File: src/rtl/uart_tx_core_if.sv
// uart_tx_core_if: byte handshake between the bus wrapper and the TX core.
// master = wrapper side, slave = uart_tx_core side.
interface uart_tx_core_if;
  logic [7:0] i_data;
  logic       i_valid;
  logic       o_ready;

  modport master (
    output i_data,
    output i_valid,
    input  o_ready
  );

  modport slave (
    input  i_data,
    input  i_valid,
    output o_ready
  );
endinterface

File: src/rtl/uart_tx_core.sv
// uart_tx_core: 8N1 UART transmitter, LSB first, line idles high.
// Optional even-parity bit when UART_TX_PARITY_EN is defined (8E1).
module uart_tx_core #(
  parameter int CLKS_PER_BIT = 104
) (
  input  logic           clk,
  input  logic           rst,
  uart_tx_core_if.slave  bus,
  output logic           o_uart_tx
);

  localparam int CW = $clog2(CLKS_PER_BIT) + 1;
  localparam logic [CW-1:0] CNT_MAX = CW'(CLKS_PER_BIT - 1);

  typedef enum logic [2:0] {
    S_IDLE,
    S_START,
    S_DATA,
`ifdef UART_TX_PARITY_EN
    S_PARITY,
`endif
    S_STOP
  } state_t;

  state_t        state_q, state_d;
  logic [CW-1:0] cnt_q, cnt_d;
  logic [2:0]    idx_q, idx_d;
  logic [7:0]    shreg_q, shreg_d;
  logic          tx_q, tx_d;
  logic          bit_end;

  assign bit_end     = (cnt_q == CNT_MAX);
  assign bus.o_ready = (state_q == S_IDLE);
  assign o_uart_tx   = tx_q;

  // State, bit timer, shift register and registered line output.
  always_ff @(posedge clk) begin
    if (rst) begin
      state_q <= S_IDLE;
      cnt_q   <= '0;
      idx_q   <= '0;
      shreg_q <= '0;
      tx_q    <= 1'b1;
    end else begin
      state_q <= state_d;
      cnt_q   <= cnt_d;
      idx_q   <= idx_d;
      shreg_q <= shreg_d;
      tx_q    <= tx_d;
    end
  end

  // Next state; the line value for each bit is set at its boundary.
  // The shift register rotates so the full byte survives for parity.
  always_comb begin
    state_d = state_q;
    cnt_d   = cnt_q;
    idx_d   = idx_q;
    shreg_d = shreg_q;
    tx_d    = tx_q;
    unique case (state_q)
      S_IDLE: begin
        cnt_d = '0;
        idx_d = '0;
        tx_d  = 1'b1;
        if (bus.i_valid) begin
          shreg_d = bus.i_data;
          tx_d    = 1'b0;
          state_d = S_START;
        end
      end
      S_START: begin
        if (bit_end) begin
          cnt_d   = '0;
          tx_d    = shreg_q[0];
          state_d = S_DATA;
        end else begin
          cnt_d = cnt_q + CW'(1);
        end
      end
      S_DATA: begin
        if (bit_end) begin
          cnt_d   = '0;
          shreg_d = {shreg_q[0], shreg_q[7:1]};
          if (idx_q == 3'd7) begin
`ifdef UART_TX_PARITY_EN
            tx_d    = ^shreg_q;
            state_d = S_PARITY;
`else
            tx_d    = 1'b1;
            state_d = S_STOP;
`endif
          end else begin
            idx_d = idx_q + 3'd1;
            tx_d  = shreg_q[1];
          end
        end else begin
          cnt_d = cnt_q + CW'(1);
        end
      end
`ifdef UART_TX_PARITY_EN
      S_PARITY: begin
        if (bit_end) begin
          cnt_d   = '0;
          tx_d    = 1'b1;
          state_d = S_STOP;
        end else begin
          cnt_d = cnt_q + CW'(1);
        end
      end
`endif
      S_STOP: begin
        if (bit_end) begin
          cnt_d   = '0;
          tx_d    = 1'b1;
          state_d = S_IDLE;
        end else begin
          cnt_d = cnt_q + CW'(1);
        end
      end
      default: begin
        cnt_d   = '0;
        tx_d    = 1'b1;
        state_d = S_IDLE;
      end
    endcase
  end

endmodule

File: src/flat_wrapper.sv
// flat-port wrapper written by rule: the top's interface ports become plain ports
module uart_tx_core_flat 
#(
  parameter int CLKS_PER_BIT = 104
)
  (clk, rst, o_uart_tx, bus_i_data, bus_i_valid, bus_o_ready);
  uart_tx_core_if bus_i ();
  input  logic clk;
  input  logic rst;
  output logic o_uart_tx;
  input wire logic [$bits(bus_i.i_data)-1:0] bus_i_data;
  input wire logic [$bits(bus_i.i_valid)-1:0] bus_i_valid;
  output wire logic [$bits(bus_i.o_ready)-1:0] bus_o_ready;
  assign bus_i.i_data = bus_i_data;
  assign bus_i.i_valid = bus_i_valid;
  assign bus_o_ready = bus_i.o_ready;
  uart_tx_core #(.CLKS_PER_BIT(CLKS_PER_BIT)) u_core (.clk(clk), .rst(rst), .bus(bus_i), .o_uart_tx(o_uart_tx));
endmodule
File: config.mk
export PLATFORM = sky130hd
export DESIGN_NAME = uart_tx_core_flat
export DESIGN_NICKNAME = d
export VERILOG_FILES = /design/src/rtl/uart_tx_core_if.sv /design/src/rtl/uart_tx_core.sv /design/src/flat_wrapper.sv
export SDC_FILE = /design/constraint.sdc
export NUM_CORES = 1
export LEC_CHECK = 0
export ABC_AREA = 1
export CORE_ASPECT_RATIO = 1.5
export CORE_MARGIN = 5
export CORE_UTILIZATION = 30
export CTS_CLUSTER_SIZE = 12
export DETAILED_ROUTE_END_ITERATION = 10
export GPL_ROUTABILITY_DRIVEN = 0
export PLACE_DENSITY = 0.54
export SLEW_MARGIN = 30
export SYNTH_ARGS = -nofsm -noshare
export SYNTH_HDL_FRONTEND = slang
export SYNTH_SLANG_ARGS = --single-unit
File: constraint.sdc
create_clock -name clk -period 2.3 [get_ports clk]
set_clock_uncertainty 0.05 [all_clocks]
set_input_delay 0.345 -clock clk [delete_from_list [all_inputs] [get_ports clk]]
set_output_delay 0.345 -clock clk [all_outputs]
set_load 0.005 [all_outputs]
==> results of run 1 <==
==> power by group <==
group          total, mW  internal (mW)  leakage (nW)  switching, mW
clock network      0.231          0.117        0.0216          0.115
logic              0.717          0.280         0.372          0.437
registers          0.580          0.503         0.180         0.0772
total               1.53          0.899         0.574          0.629
==> kinds of logic (layout without fill, tap and decap cells) <==
kind of cell / Yosys count / count (layout) / share of synthesized area
flip-flops: 22 / 22 / 0.362
AO/OA/AOI/OAI: 27 / 27 / 0.128
XOR/XNOR: 1 / 1 / 0.00720
adder cells (fa/ha/maj): 8 / 8 / 0.0823
AND/OR/NAND/NOR: 89 / 89 / 0.334
buffers and inverters: 21 / 32 / 0.0864
==> sequential cells by signal (all words and copies together), names as in the netlist <==
register and count:
u_core.state_q 2, u_core.idx_q 3, u_core.o_uart_tx 1, u_core.shreg_q 8, u_core.cnt_q 8
==> placed cells by master, fill, tap and decap left out, drive strengths merged <==
master,n
nand2,43
dfxtp,22
nor2,19
a21oi,17
inv,14
nand4,13
clkdlybuf4s50,12
nand3,9
a21boi,8
ha,8
clkbuf,3
or2,2
o21ai,2
buf,2
nor3b,1
clkinv,1
nand3b,1
nor3,1
xnor2,1
==> area by class of cell <==
type                       count  area, um^2
sequential                    22         440
fill                         445        2520
multi-input combinational    125         671
inverter                      15        56.3
tap                           45        56.3
clock buffer                   3        41.3
timing repair buffer          14         135
==> cells in the mapped netlist <==
| cell type | count | share of area |
|---|---|---|
| sky130_fd_sc_hd__nand2_1 | 41 | 0.13 |
| sky130_fd_sc_hd__dfxtp_1 | 22 | 0.36 |
| sky130_fd_sc_hd__a21oi_1 | 17 | 0.070 |
| sky130_fd_sc_hd__nor2_1 | 17 | 0.052 |
| sky130_fd_sc_hd__nand4_1 | 13 | 0.067 |
| sky130_fd_sc_hd__inv_1 | 12 | 0.037 |
| sky130_fd_sc_hd__a21boi_0 | 8 | 0.049 |
| sky130_fd_sc_hd__ha_1 | 8 | 0.082 |
| sky130_fd_sc_hd__nand3_1 | 8 | 0.033 |
| sky130_fd_sc_hd__buf_2 | 3 | 0.012 |
| sky130_fd_sc_hd__buf_6 | 3 | 0.028 |
| sky130_fd_sc_hd__inv_2 | 2 | 0.0062 |
| sky130_fd_sc_hd__nand2_2 | 2 | 0.010 |
| sky130_fd_sc_hd__nor2_2 | 2 | 0.010 |
| sky130_fd_sc_hd__o21ai_0 | 2 | 0.0082 |
| sky130_fd_sc_hd__or2_1 | 2 | 0.010 |
| sky130_fd_sc_hd__clkinv_1 | 1 | 0.0031 |
| sky130_fd_sc_hd__nand3_2 | 1 | 0.0082 |
| sky130_fd_sc_hd__nand3b_1 | 1 | 0.0062 |
| sky130_fd_sc_hd__nor3_1 | 1 | 0.0041 |
| sky130_fd_sc_hd__nor3b_1 | 1 | 0.0062 |
| sky130_fd_sc_hd__xnor2_1 | 1 | 0.0072 |
==> routing by layer <==
layer,vias up,track usage,share of wire
met4,0,0.0502,0.019
met3,5,0.0147,0.047
li1,580,-,-
met5,-,0,0
met1,514,0.108,0.43
met2,23,0.185,0.51
==> worst reg2reg max path, delay by kind of cell, from the launching register on <==
| kind | cells | cell delay [ps] |
|---|---|---|
| buffers and inverters | 2 | 170 |
| AO/OA/AOI/OAI | 1 | 180 |
| AND/OR/NAND/NOR | 3 | 690 |
| flip-flops | 1 | 390 |
| adder cells (fa/ha/maj) | 1 | 260 |
==> worst paths after layout <==
kind / startpoint / endpoint / slack (ps) / depth (start not counted)
hold / removal: u_core.cnt_q[0] / u_core.cnt_q[0] / 410 / 1
hold reg to reg: u_core.cnt_q[0] / u_core.cnt_q[0] / 410 / 1
setup reg to reg: u_core.state_q[0] / u_core.o_uart_tx / 440 / 7
setup / recovery: u_core.state_q[0] / bus_o_ready / 410 / 3
==> per-stage QoR <==
step           setup WS [ps]  std cells
2_1_floorplan            814        168
3_3_place_gp             496        221
3_5_place_dp             461        221
4_1_cts                  384        224
5_1_grt                  273        224
6_report                 411        224
==> run summary, run 1 <==
### Place
• HPWL Detailed: 1950 um
• post-detailed-placement cell area: 1360 um^2
• Port-buffer cells: 12

### Floorplan
• number of top-level pins: 13
• width of the die: 62.0 um
• Die H: 88.0 um
• placeable core area: 3920 um^2
• overall die area: 5450 um^2
• initial cell density of the core: 0.310
• Row Count: 28

### Finish
• Util after Layout: 0.357
• post-layout instance area: 1400 um^2
• NumNets Final: 200
• Layout Area Growth over Synthesis: 15.1%
• number of diodes: 0
• share of post-route cells with drive strength above 1: 0.0670

### Setup path
• kind of start point of the critical path: flip-flop
• total buffers and inverters traversed by the critical path: 2
• largest fanout on the critical path: 4
• cell family contributing the most delay on the critical path: buffers and inverters
• required time of the critical path: 1900 ps
• Max stage delay on crit path: 530 ps
• chain of cells forming the critical path: inv_1, ha_1, clkdlybuf4s50_1
• category of the critical setup timing path: flip-flop to primary output
• library cell contributing the largest single delay on the critical path: sky130_fd_sc_hd__clkdlybuf4s50_1
• arrival time worst endpoint: 1490 ps
• endpoint type of the worst setup path: primary output

### Timing
• number of endpoints with negative hold slack in the final report: 0
• minimum period implied by the final worst setup slack: 1890 ps
• final period utilization: 0.821
• transition time at the pin with the least slew margin: 593 ps
• total negative setup slack: 0 ps
• Achievable Freq: 0.529 GHz
• unrepaired setup endpoints after global routing: false
• max_slew headroom: 0.605
• number of endpoints failing setup at the final stage: 0
• worst hold slack across all endpoints: 410 ps
• max-slew violation count: 0

### GRT
• aggregate global routing overflow: 0
• maximum number of pins on one net before global-route repair: 19
• via count of the first global-routing pass: 1067
• number of antenna violations at the first check in global routing: 0
• global-route wire length before repair: 4260 um
• Overall Global Routing Usage: 0.102

### Detailed routing
• number of antenna-violating nets in the routed design: 0
• Routed wire per std cell: 11.5 um
• Via-to-Cell Ratio: 5.01
• number of remaining DRC errors: 0
• via count: 1122
• first-pass detailed-route iteration total: 4
• number of DRC violations after detailed-routing iteration 0: 36
• total wirelength of the detailed-routed design: 2570 um

### CTS
• number of levels the H-tree was split into: 1
• setup bufs post-CTS: 0
• clock tree buffer depth: 2
• number of hold buffers added after CTS: 0
• CTS Root Buffer Type: sky130_fd_sc_hd__clkbuf_8
• clock-pin transition on the worst setup and hold timing paths: 80 ps
• PostCTS Resize Cnt: 0
• clock latency of the later-clocked register in the worst-skew pair: 260 ps
• clk sinks: 22
• TritonCTS clock tree: done
• number of clock buffers inserted by TritonCTS: 3

### Power and ir drop
• total power per unit cell area: 1090 nW/um^2
• leakage power summed over all cells: 0.574 nW
• total power of the final layout: 1.53 mW
• worst IR drop on VDD: 0.461 mV

### Synth
• Synth Warn #: 0
• Syn Std Cell Area: 1220 um^2
• Synth Register Bits: 22
• count of mapped cells out of synthesis: 168
• Yosys cell types: 22
• synthesized area per cell: 7.24 um^2
• part of the Yosys area used for sequential elements: 0.362
• Mapped Nets: 187

### Run status
• run status: completed

### Flow run
• max cap viols: 0

### Worst hold path
• Worst Hold Class: flip-flop to flip-flop

Note: power is estimated with default switching activity, not from simulation.
==> inputs of run 2 (changes only) <==
PLACE_DENSITY = 0.55   (was 0.54)
clock period = 1.7 ns   (was 2.3 ns; I/O delays follow)
==> run 2 against run 1 <==
Effect of this change: non-clock buffer count is 4 higher; critical path type unchanged; cell count is 2.2% higher; critical path depth stayed put; total power is 44% higher; critical endpoint unchanged; routed wire length is 0.31% lower; clock-buffer cell count is 1 higher; combinational power is 48% higher; hold slack better by 11 ps; final area is 4.6% higher; register-to-register slack worse by 270 ps.
==> run summary, run 2 (synthesis results as in run 1) <==
### CTS
• clock-pin transition on the worst setup and hold timing paths: 80 ps, about the same
• number of clock buffers inserted by TritonCTS: 3, unchanged
• TritonCTS clock tree: done, unchanged
• number of hold buffers added after CTS: 0, unchanged
• CTS Root Buffer Type: sky130_fd_sc_hd__clkbuf_8, unchanged
• clk sinks: 22, unchanged
• PostCTS Resize Cnt: 2, was 0
• setup bufs post-CTS: 0, unchanged
• number of levels the H-tree was split into: 1, unchanged
• clock tree buffer depth: 2, unchanged
• clock latency of the later-clocked register in the worst-skew pair: 260 ps, about the same

### Timing
• number of endpoints with negative hold slack in the final report: 0, unchanged
• max_slew headroom: 0.839, was 0.605
• Achievable Freq: 0.646 GHz
• max-slew violation count: 0, unchanged
• transition time at the pin with the least slew margin: 240 ps, was 593 ps
• unrepaired setup endpoints after global routing: false, unchanged
• final period utilization: 0.911
• worst hold slack across all endpoints: 421 ps, was 410 ps
• total negative setup slack: 0 ps, unchanged
• minimum period implied by the final worst setup slack: 1550 ps
• number of endpoints failing setup at the final stage: 0, unchanged
• final critical-path setup slack: 152 ps, was 411 ps

### Flow run
• max cap viols: 0, unchanged

### Finish
• Layout Area Growth over Synthesis: 20.5%, was 15.1%
• NumNets Final: 204, was 200
• final standard cell count with taps included and fillers excluded: 229, was 224
• number of diodes: 0, unchanged
• most frequent cells in the layout: 39 x sky130_fd_sc_hd__nand2_1, 22 x sky130_fd_sc_hd__dfxtp_1, 17 x sky130_fd_sc_hd__a21oi_1, 17 x sky130_fd_sc_hd__nor2_1, 13 x sky130_fd_sc_hd__nand4_1, was 41 x sky130_fd_sc_hd__nand2_1, 22 x sky130_fd_sc_hd__dfxtp_1, 17 x sky130_fd_sc_hd__a21oi_1, 17 x sky130_fd_sc_hd__nor2_1, 13 x sky130_fd_sc_hd__nand4_1
• most common cell after layout, fill and taps aside: sky130_fd_sc_hd__nand2_1, unchanged
• Largest regs: u_core.cnt_q: 8 flops, u_core.shreg_q: 8 flops, u_core.idx_q: 3 flops, unchanged
• share of post-route cells with drive strength above 1: 0.120, was 0.0670

### Floorplan
• width of the die: 62.0 um, unchanged
• Row Count: 28, unchanged
• initial cell density of the core: 0.310, unchanged
• placeable core area: 3920 um^2, unchanged
• Die H: 88.0 um, unchanged
• number of top-level pins: 13, unchanged
• overall die area: 5450 um^2, unchanged

### Place
• dpl cells: 225, was 221
• Port-buffer cells: 12, unchanged
• Placement Setup Slack: 51.3 ps, was 461 ps
• HPWL Detailed: 1940 um, was 1950 um

### Detailed routing
• number of remaining DRC errors: 0, unchanged
• first-pass detailed-route iteration total: 4, unchanged
• Routed wire per std cell: 11.2 um, was 11.5 um
• Via-to-Cell Ratio: 4.86, was 5.01
• via count: 1112, was 1122
• total wirelength of the detailed-routed design: 2560 um, was 2570 um
• number of DRC violations after detailed-routing iteration 0: 39, was 36
• number of antenna-violating nets in the routed design: 0, unchanged

### Power and ir drop
• worst IR drop on VDD: 0.805 mV, was 0.461 mV
• leakage power summed over all cells: 0.604 nW, was 0.574 nW
• total power per unit cell area: 1500 nW/um^2, was 1090 nW/um^2

### Setup path
• largest fanout on the critical path: 5, was 4
• category of the critical setup timing path: flip-flop to primary output, unchanged
• startpoint of the lowest-slack register-to-register path: u_core.state_q[1], was u_core.state_q[0]
• Setup crit start: u_core.state_q[1], was u_core.state_q[0]
• slack of the worst reg-to-reg path: 170 ps, was 440 ps
• termination of the worst setup path: bus_o_ready, unchanged
• endpoint type of the worst setup path: primary output, unchanged
• kind of start point of the critical path: flip-flop, unchanged
• worst r2r path cells: 7, unchanged
• required time of the critical path: 1390 ps, was 1900 ps
• arrival time worst endpoint: 1240 ps, was 1490 ps
• critical register-to-register path endpoint: u_core.idx_q[0], was u_core.o_uart_tx

### Worst hold path
• Hold Crit Depth: 1, unchanged
• Worst Hold Class: flip-flop to flip-flop, unchanged

### Run status
• run status: completed, unchanged

### GRT
• number of antenna violations at the first check in global routing: 0, unchanged
• aggregate global routing overflow: 0, unchanged
• maximum number of pins on one net before global-route repair: 17, was 19
• via count of the first global-routing pass: 1018, was 1067
• global-route wire length before repair: 4330 um, was 4260 um
• Overall Global Routing Usage: 0.103, was 0.102

-- run 2: how the worst min path moves through the flow --
| stage | end | slack [ps] | startpoint |
|---|---|---|---|
| after floorplan | u_core.state_q[1] | 270 | rst |
| after global placement | u_core.cnt_q[0] | 380 | u_core.cnt_q[0] |
| after detailed placement | u_core.cnt_q[0] | 400 | u_core.cnt_q[0] |
| after CTS | u_core.cnt_q[0] | 410 | u_core.cnt_q[0] |
| after global routing | u_core.cnt_q[5] | 460 | u_core.cnt_q[5] |
| final | u_core.cnt_q[0] | 420 | u_core.cnt_q[0] |
-- run 2: per-layer routing --
| metal | vias up | routed length [um] | track usage |
|---|---|---|---|
| met5 | - | 0 | 0 |
| met1 | 500 | 1100 | 0.119 |
| met2 | 19 | 1260 | 0.175 |
| li1 | 585 | - | - |
| met3 | 8 | 113 | 0.0221 |
| met4 | 0 | 81 | 0.0483 |
-- run 2: where the power goes --
| group | total (mW) | internal [mW] | switching [mW] | leakage, nW |
|---|---|---|---|---|
| logic | 1.06 | 0.440 | 0.615 | 0.395 |
| registers | 0.773 | 0.680 | 0.0937 | 0.180 |
| clock network | 0.372 | 0.206 | 0.166 | 0.0288 |
-- run 2: through the flow --
stage / util / area (um^2) / power, mW
after floorplan: - / 1220 / 1.58
after global placement: 0.357 / 1400 / 1.84
after detailed placement: 0.357 / 1400 / 1.85
after CTS: 0.371 / 1460 / 2.23
after global routing: 0.373 / 1470 / 2.42
final: 0.373 / 1470 / 2.20
-- run 2: cell type report --
class,instances,area (um^2)
Timing Repair Buffer,18,176
Tap cell,45,56.3
Inverter,15,56.3
Fill cell,437,2460
Multi-Input combinational cell,125,681
Sequential cell,22,440
Clock buffer,4,55.1
-- run 2: critical path: stages (launching register included) --
cell and delay, ps:
sky130_fd_sc_hd__dfxtp_1 410, sky130_fd_sc_hd__inv_1 90, sky130_fd_sc_hd__ha_2 200, sky130_fd_sc_hd__dlygate4sd2_1 280
==> inputs of run 3 (changes only) <==
CAP_MARGIN = 5   (was unset)
PLACE_DENSITY = 0.54   (was 0.55)
clock period = 1.5 ns   (was 1.7 ns; I/O delays follow)
==> run 3 against run 2 <==
Effect of this change: hold slack improved by 15 ps; largest power group unchanged; die area did not move; clock-buffer cell count fell by 1; highest routed layer unchanged; via count rose by 6.4%; global-route usage rose by 0.90 points; final area rose by 12%; total power rose by 34%; first-iteration DRC count rose by 64%; routed wire length rose by 12%; utilization rose by 4.4 points.
==> run summary, run 3 (synthesis results as in run 1) <==
### Run status
• run status: completed, unchanged

### GRT
• via count of the first global-routing pass: 1167, was 1018
• maximum number of pins on one net before global-route repair: 17, unchanged
• number of antenna violations at the first check in global routing: 0, unchanged
• global-route wire length before repair: 4760 um, was 4330 um
• aggregate global routing overflow: 0, unchanged
• Overall Global Routing Usage: 0.112, was 0.103

### Detailed routing
• number of antenna-violating nets in the routed design: 0, unchanged
• number of remaining DRC errors: 0, unchanged
• Via-to-Cell Ratio: 4.89, was 4.86
• Routed wire per std cell: 11.8 um, was 11.2 um
• first-pass detailed-route iteration total: 4, unchanged
• total wirelength of the detailed-routed design: 2870 um, was 2560 um
• number of DRC violations after detailed-routing iteration 0: 64, was 39
• via count: 1183, was 1112

### Setup path
• largest fanout on the critical path: 4, was 5
• kind of start point of the critical path: flip-flop, unchanged
• required time of the critical path: 1220 ps, was 1390 ps
• worst r2r path cells: 8, was 7
• critical register-to-register path endpoint: u_core.idx_q[0], unchanged
• endpoint type of the worst setup path: primary output, unchanged
• startpoint of the lowest-slack register-to-register path: u_core.state_q[0], was u_core.state_q[1]
• category of the critical setup timing path: flip-flop to primary output, unchanged
• slack of the worst reg-to-reg path: 80 ps, was 170 ps
• arrival time worst endpoint: 1160 ps, was 1240 ps

### Floorplan
• width of the die: 62.0 um, unchanged
• overall die area: 5450 um^2, unchanged
• number of top-level pins: 13, unchanged
• initial cell density of the core: 0.310, unchanged
• Row Count: 28, unchanged
• Die H: 88.0 um, unchanged
• placeable core area: 3920 um^2, unchanged

### Finish
• number of diodes: 0, unchanged
• Layout Area Growth over Synthesis: 34.8%, was 20.5%
• Largest regs: u_core.cnt_q: 8 flops, u_core.shreg_q: 8 flops, u_core.idx_q: 3 flops, unchanged
• area used by multi-input combinational logic: 736 um^2, was 681 um^2
• most frequent cells in the layout: 39 x sky130_fd_sc_hd__nand2_1, 17 x sky130_fd_sc_hd__nor2_1, 17 x sky130_fd_sc_hd__dfxtp_1, was 39 x sky130_fd_sc_hd__nand2_1, 22 x sky130_fd_sc_hd__dfxtp_1, 17 x sky130_fd_sc_hd__a21oi_1, 17 x sky130_fd_sc_hd__nor2_1, 13 x sky130_fd_sc_hd__nand4_1
• share of post-route cells with drive strength above 1: 0.244, was 0.120
• Storage cell area: 447 um^2, was 440 um^2
• most common cell after layout, fill and taps aside: sky130_fd_sc_hd__nand2_1, unchanged
• final standard cell count with taps included and fillers excluded: 242, was 229
• NumNets Final: 217, was 204
• layout filler cell count: 420, was 437

### Power and ir drop
• combinational fraction of design power: 0.508, was 0.479
• total power per unit cell area: 1800 nW/um^2, was 1500 nW/um^2
• cell internal pwr: 1.84 mW, was 1.33 mW
• worst IR drop on VDD: 0.928 mV, was 0.805 mV
• part of the power in registers: 0.305, was 0.351
• leakage power summed over all cells: 0.677 nW, was 0.604 nW
• clock network fraction of total power: 0.188, was 0.169
• Sw Pwr: 1.11 mW, was 0.875 mW
• switching part of the total: 0.376, was 0.398

### CTS
• number of levels the H-tree was split into: 1, unchanged
• clock tree buffer depth: 2, unchanged
• clock latency of the later-clocked register in the worst-skew pair: 260 ps, about the same
• TritonCTS clock tree: done, unchanged
• clock-pin transition on the worst setup and hold timing paths: 80 ps, about the same
• clk sinks: 22, unchanged
• number of clock buffers inserted by TritonCTS: 3, unchanged
• CTS Root Buffer Type: sky130_fd_sc_hd__clkbuf_8, unchanged

### Timing
• number of endpoints with negative hold slack in the final report: 0, unchanged
• max_slew headroom: 0.864, was 0.839
• minimum period implied by the final worst setup slack: 1440 ps
• unrepaired setup endpoints after global routing: true, was false
• Achievable Freq: 0.695 GHz
• transition time at the pin with the least slew margin: 202 ps, was 240 ps
• total negative setup slack: 0 ps, unchanged
• max-slew violation count: 0, unchanged
• final period utilization: 0.959
• number of endpoints failing setup at the final stage: 0, unchanged

### Worst hold path
• Worst Hold Class: flip-flop to flip-flop, unchanged
• Hold Crit Start: u_core.cnt_q[7], was u_core.cnt_q[0]
• Hold Crit Depth: 2, was 1
• WHS Endpoint: u_core.cnt_q[7], was u_core.cnt_q[0]

### Flow run
• max cap viols: 0, unchanged

### Place
• Port-buffer cells: 12, unchanged
• dpl cells: 235, was 225
• HPWL Detailed: 2100 um, was 1940 um

run 3: worst max path at each step:
stage / end / startpoint / slack (ps) / depth (start not counted)
global route: u_core.idx_q[2] / u_core.cnt_q[0] / 3 / 8
CTS: u_core.shreg_q[2] / u_core.state_q[0] / 1 / 7
floorplan: u_core.shreg_q[0] / u_core.state_q[0] / 10 / 8
detailed placement: u_core.shreg_q[3] / u_core.state_q[0] / -20 / 8
finish: bus_o_ready / u_core.state_q[1] / 60 / 3
global placement: u_core.shreg_q[7] / u_core.state_q[0] / -2 / 8
run 3: area by class of cell:
type                    count  share of cell area
inverters                  15              0.0359
flip-flops and latches     22               0.273
clock inverters             1              0.0183
well taps                  45              0.0344
clock buffers               3              0.0252
repair buffers             30               0.165
multi-input cells         126               0.449
run 3: timing repair:
item,4_1_cts,5_1_grt
pin swaps,0,5
hold buffers,0,0
setup buffers,0,2
endpoints found under the setup margin,13,13
gates resized for setup,3,24
gates cloned,0,1
run 3: metrics by stage:
stage	util	hold WS (ps)	power, mW	setup WS, ps	area [um^2]
after floorplan	-	244	1.79	14.2	1220
after global placement	0.376	408	2.21	-2.40	1480
after detailed placement	0.376	424	2.23	-17.1	1480
after CTS	0.395	439	2.79	1.20	1550
after global routing	0.418	475	3.22	3.04	1640
final	0.418	435	2.95	62.0	1640
run 3: per-layer routing:
metal | share of wire | global-route usage | routed length (um) | vias to the layer above
li1 | - | - | - | 616
met1 | 0.42 | 0.128 | 1200 | 546
met2 | 0.53 | 0.201 | 1520 | 15
met3 | 0.034 | 0.0192 | 96 | 6
met4 | 0.017 | 0.0405 | 48 | 0
met5 | 0 | 0 | 0 | -
run 3: power by group through the flow:
| stage | Combinational (mW) | Clock [mW] | Sequential [mW] |
|---|---|---|---|
| after floorplan | 0.918 | 0 | 0.871 |
| after CTS | 1.35 | 0.571 | 0.874 |
| after global routing | 1.71 | 0.592 | 0.927 |
| final | 1.50 | 0.555 | 0.900 |
| after detailed placement | 1.35 | 0 | 0.887 |
| after global placement | 1.33 | 0 | 0.881 |
run 3: worst max-delay path, cell delays in order, from the launching register on:
cell,delay (ps)
sky130_fd_sc_hd__dfxtp_2,390
sky130_fd_sc_hd__inv_2,70
sky130_fd_sc_hd__ha_4,170
sky130_fd_sc_hd__dlygate4sd2_1,270
